**src/rtl/perf_event_monitor.sv**
```systemverilog
// Performance-counter unit: a cycle counter plus NUM_EVT saturating event
// counters over a programmable window, with a snapshot shadow bank and a registered read port.
module perf_event_monitor #(
  parameter int NUM_EVT = 4,
  parameter int CNT_W   = 32,
  parameter int IDX_W   = 4
) (
  input  logic                 clk_i,
  input  logic                 rst_i,
  input  logic                 start_i,
  input  logic                 clr_i,
  input  logic [NUM_EVT-1:0]   evt_i,
  input  logic [CNT_W-1:0]     cyc_limit_i,
  input  logic                 snap_i,
  input  logic                 rd_req_i,
  input  logic [IDX_W-1:0]     rd_idx_i,
  output logic                 rd_valid_o,
  output logic [CNT_W-1:0]     rd_data_o,
  output logic [NUM_EVT:0]     ovf_o,
  output logic                 running_o,
  output logic                 done_o
);

  localparam int NC = NUM_EVT + 1;

  typedef enum logic [1:0] {
    S_IDLE = 2'd0,
    S_RUN  = 2'd1,
    S_DONE = 2'd2
  } state_t;

  state_t           state_q, state_d;
  logic [CNT_W-1:0] cnt_q   [NC];
  logic [CNT_W-1:0] cnt_inc [NC];
  logic [CNT_W-1:0] shd_q   [NC];
  logic [NC-1:0]    ovf_q, ovf_inc, shd_ovf_q, inc_en;
  logic [CNT_W-1:0] rd_sel;
  logic             rd_valid_q, running_q, done_q;
  logic [CNT_W-1:0] rd_data_q;

  // Slot 0 is the cycle counter; slot k+1 follows evt_i[k].
  always_comb begin
    inc_en    = '0;
    inc_en[0] = (state_q == S_RUN);
    for (int k = 0; k < NUM_EVT; k++) begin
      inc_en[k+1] = (state_q == S_RUN) & evt_i[k];
    end
  end

  // Saturating increment: an all-ones counter holds and flags overflow.
  always_comb begin
    for (int k = 0; k < NC; k++) begin
      cnt_inc[k] = cnt_q[k];
      ovf_inc[k] = ovf_q[k];
      if (inc_en[k]) begin
        if (&cnt_q[k]) begin
          ovf_inc[k] = 1'b1;
        end else begin
          cnt_inc[k] = cnt_q[k] + CNT_W'(1);
        end
      end
    end
  end

  always_comb begin
    state_d = state_q;
    case (state_q)
      S_IDLE: if (start_i) state_d = S_RUN;
      S_RUN: begin
        if ((cyc_limit_i != '0) && (cnt_inc[0] == cyc_limit_i)) state_d = S_DONE;
      end
      S_DONE: state_d = S_DONE;
      default: state_d = S_IDLE;
    endcase
    if (clr_i) state_d = S_IDLE;
  end

  // Out-of-range indices fall through to zero.
  always_comb begin
    rd_sel = '0;
    for (int k = 0; k < NC; k++) begin
      if (rd_idx_i == IDX_W'(k)) rd_sel = shd_q[k];
    end
  end

  always_ff @(posedge clk_i) begin
    if (!rst_i) begin
      state_q    <= S_IDLE;
      ovf_q      <= '0;
      shd_ovf_q  <= '0;
      rd_valid_q <= 1'b0;
      rd_data_q  <= '0;
      running_q  <= 1'b0;
      done_q     <= 1'b0;
      for (int k = 0; k < NC; k++) begin
        cnt_q[k] <= '0;
        shd_q[k] <= '0;
      end
    end else begin
      state_q   <= state_d;
      running_q <= (state_d == S_RUN);
      done_q    <= (state_d == S_DONE);
      if (clr_i) begin
        ovf_q <= '0;
        for (int k = 0; k < NC; k++) cnt_q[k] <= '0;
      end else begin
        ovf_q <= ovf_inc;
        for (int k = 0; k < NC; k++) cnt_q[k] <= cnt_inc[k];
      end
      // The shadow captures the incremented, pre-clear values.
      if (snap_i) begin
        shd_ovf_q <= ovf_inc;
        for (int k = 0; k < NC; k++) shd_q[k] <= cnt_inc[k];
      end
      rd_valid_q <= rd_req_i;
      if (rd_req_i) rd_data_q <= rd_sel;
    end
  end

  assign rd_valid_o = rd_valid_q;
  assign rd_data_o  = rd_data_q;
  assign ovf_o      = shd_ovf_q;
  assign running_o  = running_q;
  assign done_o     = done_q;

endmodule
```
**config.mk**
```make
export PLATFORM = sky130hd
export DESIGN_NAME = perf_event_monitor
export DESIGN_NICKNAME = d
export VERILOG_FILES = /design/src/rtl/perf_event_monitor.sv
export SDC_FILE = /design/constraint.sdc
export NUM_CORES = 1
export LEC_CHECK = 0
export ABC_AREA = 1
export CORE_ASPECT_RATIO = 2
export CORE_MARGIN = 3
export CORE_UTILIZATION = 38
export CTS_BUF_LIST = sky130_fd_sc_hd__clkbuf_4 sky130_fd_sc_hd__clkbuf_8 sky130_fd_sc_hd__clkbuf_16
export DETAILED_ROUTE_END_ITERATION = 10
export GPL_TIMING_DRIVEN = 0
export PLACE_DENSITY_LB_ADDON = 0.25
export SLEW_MARGIN = 0
export SYNTH_ARGS = -nofsm -noshare
export SYNTH_HDL_FRONTEND = slang
export SYNTH_SLANG_ARGS = --single-unit
```
**constraint.sdc**
```tcl
create_clock -name clk_i -period 7.1 [get_ports clk_i]
set_input_delay 1.065 -clock clk_i [delete_from_list [all_inputs] [get_ports clk_i]]
set_output_delay 1.065 -clock clk_i [all_outputs]
set_load 0.02 [all_outputs]
```
==> impl_metrics.ini, run 1 <==
[sta]
min_period_ns = 3.84
relSlewSlack = 0.171
hold_violations = 0
finalCritPeriodShare = 0.542
layout_setup_ws_ns = 3.26
finalSetupViolations = 0
skew_ns = 0.0122
whs_ns = 0.469
rsz0062_at_grt = false
finalMaxSlewViolations = 0
clock.fmax_ghz = 0.260
worstMarginPinSlew_ns = 1.24

[setup_path]
cpPeakStageDelay_ns = 0.91
rr_worst_depth = 8
crit_path_top_delay_cell = nor4_1
crit_fanout = 10
path_class = input pin to register
endpoint_kind = register
start_kind = input pin
cp.arrival_ns = 4.31
crit_chain = clkdlybuf4s50_1 > inv_1 > nor4_1 > clkbuf_1 > a221oi_1 > o221ai_1 > o211ai_1 > a21oi_1
required_ns = 7.56
reg2reg_to = shd_q[0][54]
rrSetupSlack_ns = 3.67
rr_startpoint = cnt_q[0][32]

[place]
gp_congestion = 0.980
portBuffers = 85
place_ws_ns = 2.86
dpl_cell_area_sq_mm = 0.0223
hpwl_um = 56600
dpl.cell_count = 3187

[routing]
finalWirelength_um = 70300
wl_per_cell_um = 21.6
post-route-drc-count = 0
vias = 17200
ant_nets = 0
first_pass_iters = 6
drt_iter0_drc = 1410
post_drt_via_cell_ratio = 5.28

[cells_and_area]
layout.nets = 2614
drive_gt1_frac = 0.0533
fin_cells = 3251
final_util = 0.452
finalInstanceArea_sq_mm = 0.0234
fillers = 5086
areaGrowthSynthToFinish_pct = 17.6

[yosys]
synth.distinct_cells = 48
ys_seq_elements = 367
synth_area_per_cell_sq_um = 8.74
yosys-mux-area-fraction = 0.000502
ys_warn_count = 0
synth_xor_area_frac = 0.0559
yosys.area_share.adder = 0.00314
async_flop_share = 0
ys_seq_area_frac = 0.529
synthTopCellsByCount = 433 x nand2_1, 425 x nor2_1, 320 x edfxtp_1
synth_top_cell_area_share = 0.482
synth_top_family_by_area = simple AND/OR/NAND/NOR gates
yosys.area_share.simple = 0.264
yosys.area.top_type = edfxtp_1
synth.area.top_cells = edfxtp_1 48%, nand2_1 8.2%, nor2_1 8.0%, dfxtp_1 4.7%, inv_1 4.1%
synth_area_sq_mm = 0.0199
synth_edf_count = 320
synth-main-ff-cell = edfxtp_1
synth_compound_area_frac = 0.0863
synth_most_common_cell = nand2_1
syn_inst = 2281

[pwr]
irDropWorstVdd_mv = 0.220
powerDensity_mw_per_mm2 = 213
leakagePower_uw = 0.00889

[global_route]
grt_max_degree = 69
grt_pass1_wl_um = 103000
globalRoute.totalOverflow = 0
grtUsageTotal = 0.250
antenna_found_initial = 1
grt_pass1_vias = 17200

[worst_hold_path]
hold_path_end = rd_data_o[4]
hold_path_class = register to register
min-delay-start = rd_data_o[4]
min_path_cells = 2

[clock_network]
numClockSinks = 367
cts_buffers = 34
insertion_delay_ns = 0.54
ctsResizeCount = 0
clk_pin_slew_worst_paths_ns = 0.06
post_cts_buffers = 0
cts_tree = yes
htreeDepth = 2
cts-root-buf = clkbuf_16
hold_buffers = 0
clockBufferDepth = 3

[run_status]
status = complete, no violations

[floorplan]
dieWidth_um = 168
initial_core_util = 0.384
design.core.area_sq_mm = 0.0518
die_h_um = 330
pin_count = 86
dieArea_sq_mm = 0.0554
std_cell_rows = 118

[run]
maxCapViolations = 0
## critical path: cells and delay by family
kind            cells  cell delay (ns)
buf+inv             3             1.11
compound gates      4             1.22
simple gates        1             0.91
## layer usage
metal	global-route usage	vias up	part of all wire
met2	0.479	638	0.54
met1	0.243	8133	0.33
met5	0	-	0
met4	0.192	0	0.095
met3	0.0239	217	0.043
li1	-	8169	-
## area by class of cell
cell class / count / area, sq um / area share
antenna: 2 / 5.00 / 0.000214
buffer: 84 / 358 / 0.0153
clock buffer: 53 / 1060 / 0.0454
clock inverter: 9 / 97.6 / 0.00417
inverter: 224 / 841 / 0.0359
multi-input combinational: 1765 / 8780 / 0.375
sequential: 367 / 10600 / 0.450
tap: 660 / 826 / 0.0353
timing repair buffer: 87 / 906 / 0.0387
## flip-flops by register name, indices dropped and copies added, names as in the netlist
register,cells
cnt_q,160
shd_q,160
rd_data_o,32
ovf_o,5
ovf_q,5
state_q,2
done_o,1
rd_valid_o,1
running_o,1
## where the power goes
group	switching, uW	internal [uW]
clock	844	1110
combinational	314	138
sequential	97.6	2470
## cell families after synthesis
| kind of cell | count (synthesis) |
|---|---|
| AO/OA/AOI/OAI | 279 |
| XOR/XNOR | 124 |
| adder cells (fa/ha/maj) | 5 |
| buffers and inverters | 308 |
| flip-flops | 367 |
| multiplexers | 1 |
| other | 1 |
| AND/OR/NAND/NOR | 1196 |
## placed cells by master (no fill, tap or decap), types with 40 or more instances in the layout
cell             count
a21oi_1            124
clkbuf_1            73
clkdlybuf4s50_1     85
conb_1             160
dfxtp_1             47
edfxtp_1           320
inv_1              215
nand2_1            433
nand3_1            101
nand4_1             50
nor2_1             425
nor3_1              63
nor4_1              40
o21ai_0             48
xor2_1              87
## how the worst max path moves through the flow
| stage | start | to | slack, ns | depth (start not counted) |
|---|---|---|---|---|
| 2_1_floorplan | rst_i | shd_q[0][0] | 0.77 | 3 |
| 3_3_place_gp | rst_i | shd_q[0][57] | -1.90 | 4 |
| 3_5_place_dp | rd_idx_i[0] | rd_data_o[4] | 2.86 | 8 |
| 4_1_cts | rd_idx_i[0] | rd_data_o[4] | 3.43 | 8 |
| 5_1_grt | rd_idx_i[0] | rd_data_o[4] | 3.12 | 8 |
| 6_report | rd_idx_i[0] | rd_data_o[4] | 3.26 | 8 |
## stage by stage
| stage | total power, uW | TNS (ns) |
|---|---|---|
| 2_1_floorplan | 2840 | 0 |
| 3_5_place_dp | 3060 | 0 |
| 6_report | 4980 | 0 |
| 4_1_cts | 5000 | 0 |
| 5_1_grt | 5120 | 0 |
| 3_3_place_gp | 3060 | -310.89 |
Power figures use the tool's default switching activity.
==> inputs of run 2 (changes only) <==
clock period = 4 ns   (was 7.1 ns; I/O delays follow)
==> impl_metrics.ini, run 2 (synthesized netlist as in run 1, its figures left out) <==
[pwr]
irDropWorstVdd_mv = 0.378
swShare = 0.252
p_int_uw = 6560
p_seq_frac = 0.520
combPwrFrac = 0.091
power.switching_uw = 2210
clkPwrFrac = 0.389
leakagePower_uw = 0.00887
powerDensity_mw_per_mm2 = 375

[setup_path]
start_kind = register
reg2reg_to = shd_q[0][138]
crit_fanout = 10
rr_startpoint = state_q[0]
endpoint_kind = register
path_class = register to register
required_ns = 4.27
cp.arrival_ns = 3.62
rr_worst_depth = 11
rrSetupSlack_ns = 0.65

[clock_network]
hold_buffers = 0
htreeDepth = 2
clk_pin_slew_worst_paths_ns = 0.07
clockBufferDepth = 3
cts-root-buf = clkbuf_16
cts_tree = yes
insertion_delay_ns = 0.55
numClockSinks = 367
post_cts_buffers = 0
ctsResizeCount = 0
cts_buffers = 34

[place]
hpwl_um = 56800
place_ws_ns = 0.217
portBuffers = 85
gp_congestion = 0.992
dpl_cell_area_sq_mm = 0.0222
dpl.cell_count = 3186

[cells_and_area]
finalInstanceArea_sq_mm = 0.0234
fin_cells = 3248
areaGrowthSynthToFinish_pct = 17.4
drive_gt1_frac = 0.0530
layout.nets = 2613
final_util = 0.451
layout_commonest_cell = nand2_1
mostFrequentLayoutCells = 433 x nand2_1, 425 x nor2_1, 320 x edfxtp_1

[floorplan]
std_cell_rows = 118
initial_core_util = 0.384
pin_count = 86
dieArea_sq_mm = 0.0554
die_h_um = 330
dieWidth_um = 168
design.core.area_sq_mm = 0.0518

[sta]
finalSetupViolations = 0
tns_ns = 0
relSlewSlack = 0.210
finalMaxSlewViolations = 0
min_period_ns = 3.35
rsz0062_at_grt = false
layout_setup_ws_ns = 0.654
clock.fmax_ghz = 0.299
hold_violations = 0
skew_ns = 0.0144
finalCritPeriodShare = 0.836
worstMarginPinSlew_ns = 1.17

[worst_hold_path]
hold_path_class = register to register
hold_path_end = ovf_q[3]
min-delay-start = ovf_q[3]
min_path_cells = 2

[routing]
first_pass_iters = 8
wl_per_cell_um = 21.6
ant_nets = 0
vias = 17200
finalWirelength_um = 70000
post_drt_via_cell_ratio = 5.29
drt_iter0_drc = 1478
post-route-drc-count = 0

[global_route]
grt_pass1_wl_um = 103000
grt_max_degree = 108
grt_pass1_vias = 17000
antenna_found_initial = 1
globalRoute.totalOverflow = 0
grtUsageTotal = 0.249

[run_status]
status = complete, no violations

[run]
maxCapViolations = 0
## run 2: power by group through the flow
stage | clock network [uW] | registers, uW | logic [uW]
after floorplan | 0 | 4580 | 461
after global placement | 0 | 4650 | 770
after detailed placement | 0 | 4640 | 781
after CTS | 3470 | 4560 | 787
after global routing | 3590 | 4580 | 873
final | 3410 | 4560 | 797
## run 2: layout make-up
type	instances	area (sq um)
timing repair buffer	86	878
multi-input combinational	1765	8780
clock inverter	13	131
buffer	84	364
clock buffer	48	1020
antenna	1	2.50
tap	660	826
sequential	367	10600
inverter	224	841
fill	5042	28400
## run 2: per-layer routing
metal  GRT usage  vias up  part of all wire
met3      0.0275      213             0.045
li1            -     8193                 -
met1       0.234     8129              0.32
met4       0.209        0              0.10
met2       0.473      635              0.53
met5           0        -                 0
## run 2: critical path, stage by stage, from the launching register on
cell	delay, ns
dfxtp_1	0.40
nand2_2	0.21
inv_2	0.30
buf_4	0.31
nand2_1	0.20
inv_1	0.27
nand2_2	0.21
nor2_1	0.36
nand2_1	0.18
nor2_1	0.12
nor2_1	0.06
nor3_1	0.44
## run 2: worst max path at each step
| stage | startpoint | to | cells after the start |
|---|---|---|---|
| after detailed placement | rd_idx_i[0] | rd_data_o[4] | 8 |
| after global routing | rd_idx_i[0] | rd_data_o[4] | 8 |
| after CTS | state_q[0] | shd_q[0][138] | 11 |
| final | state_q[0] | shd_q[0][138] | 11 |
| after global placement | rst_i | shd_q[0][61] | 4 |
| after floorplan | rst_i | shd_q[0][0] | 3 |
## run 2: metrics by stage
step	hold WS (ns)	power [uW]
after floorplan	0.424	5040
after global routing	0.492	9040
after CTS	0.464	8820
final	0.458	8770
after detailed placement	0.450	5430
after global placement	0.447	5420
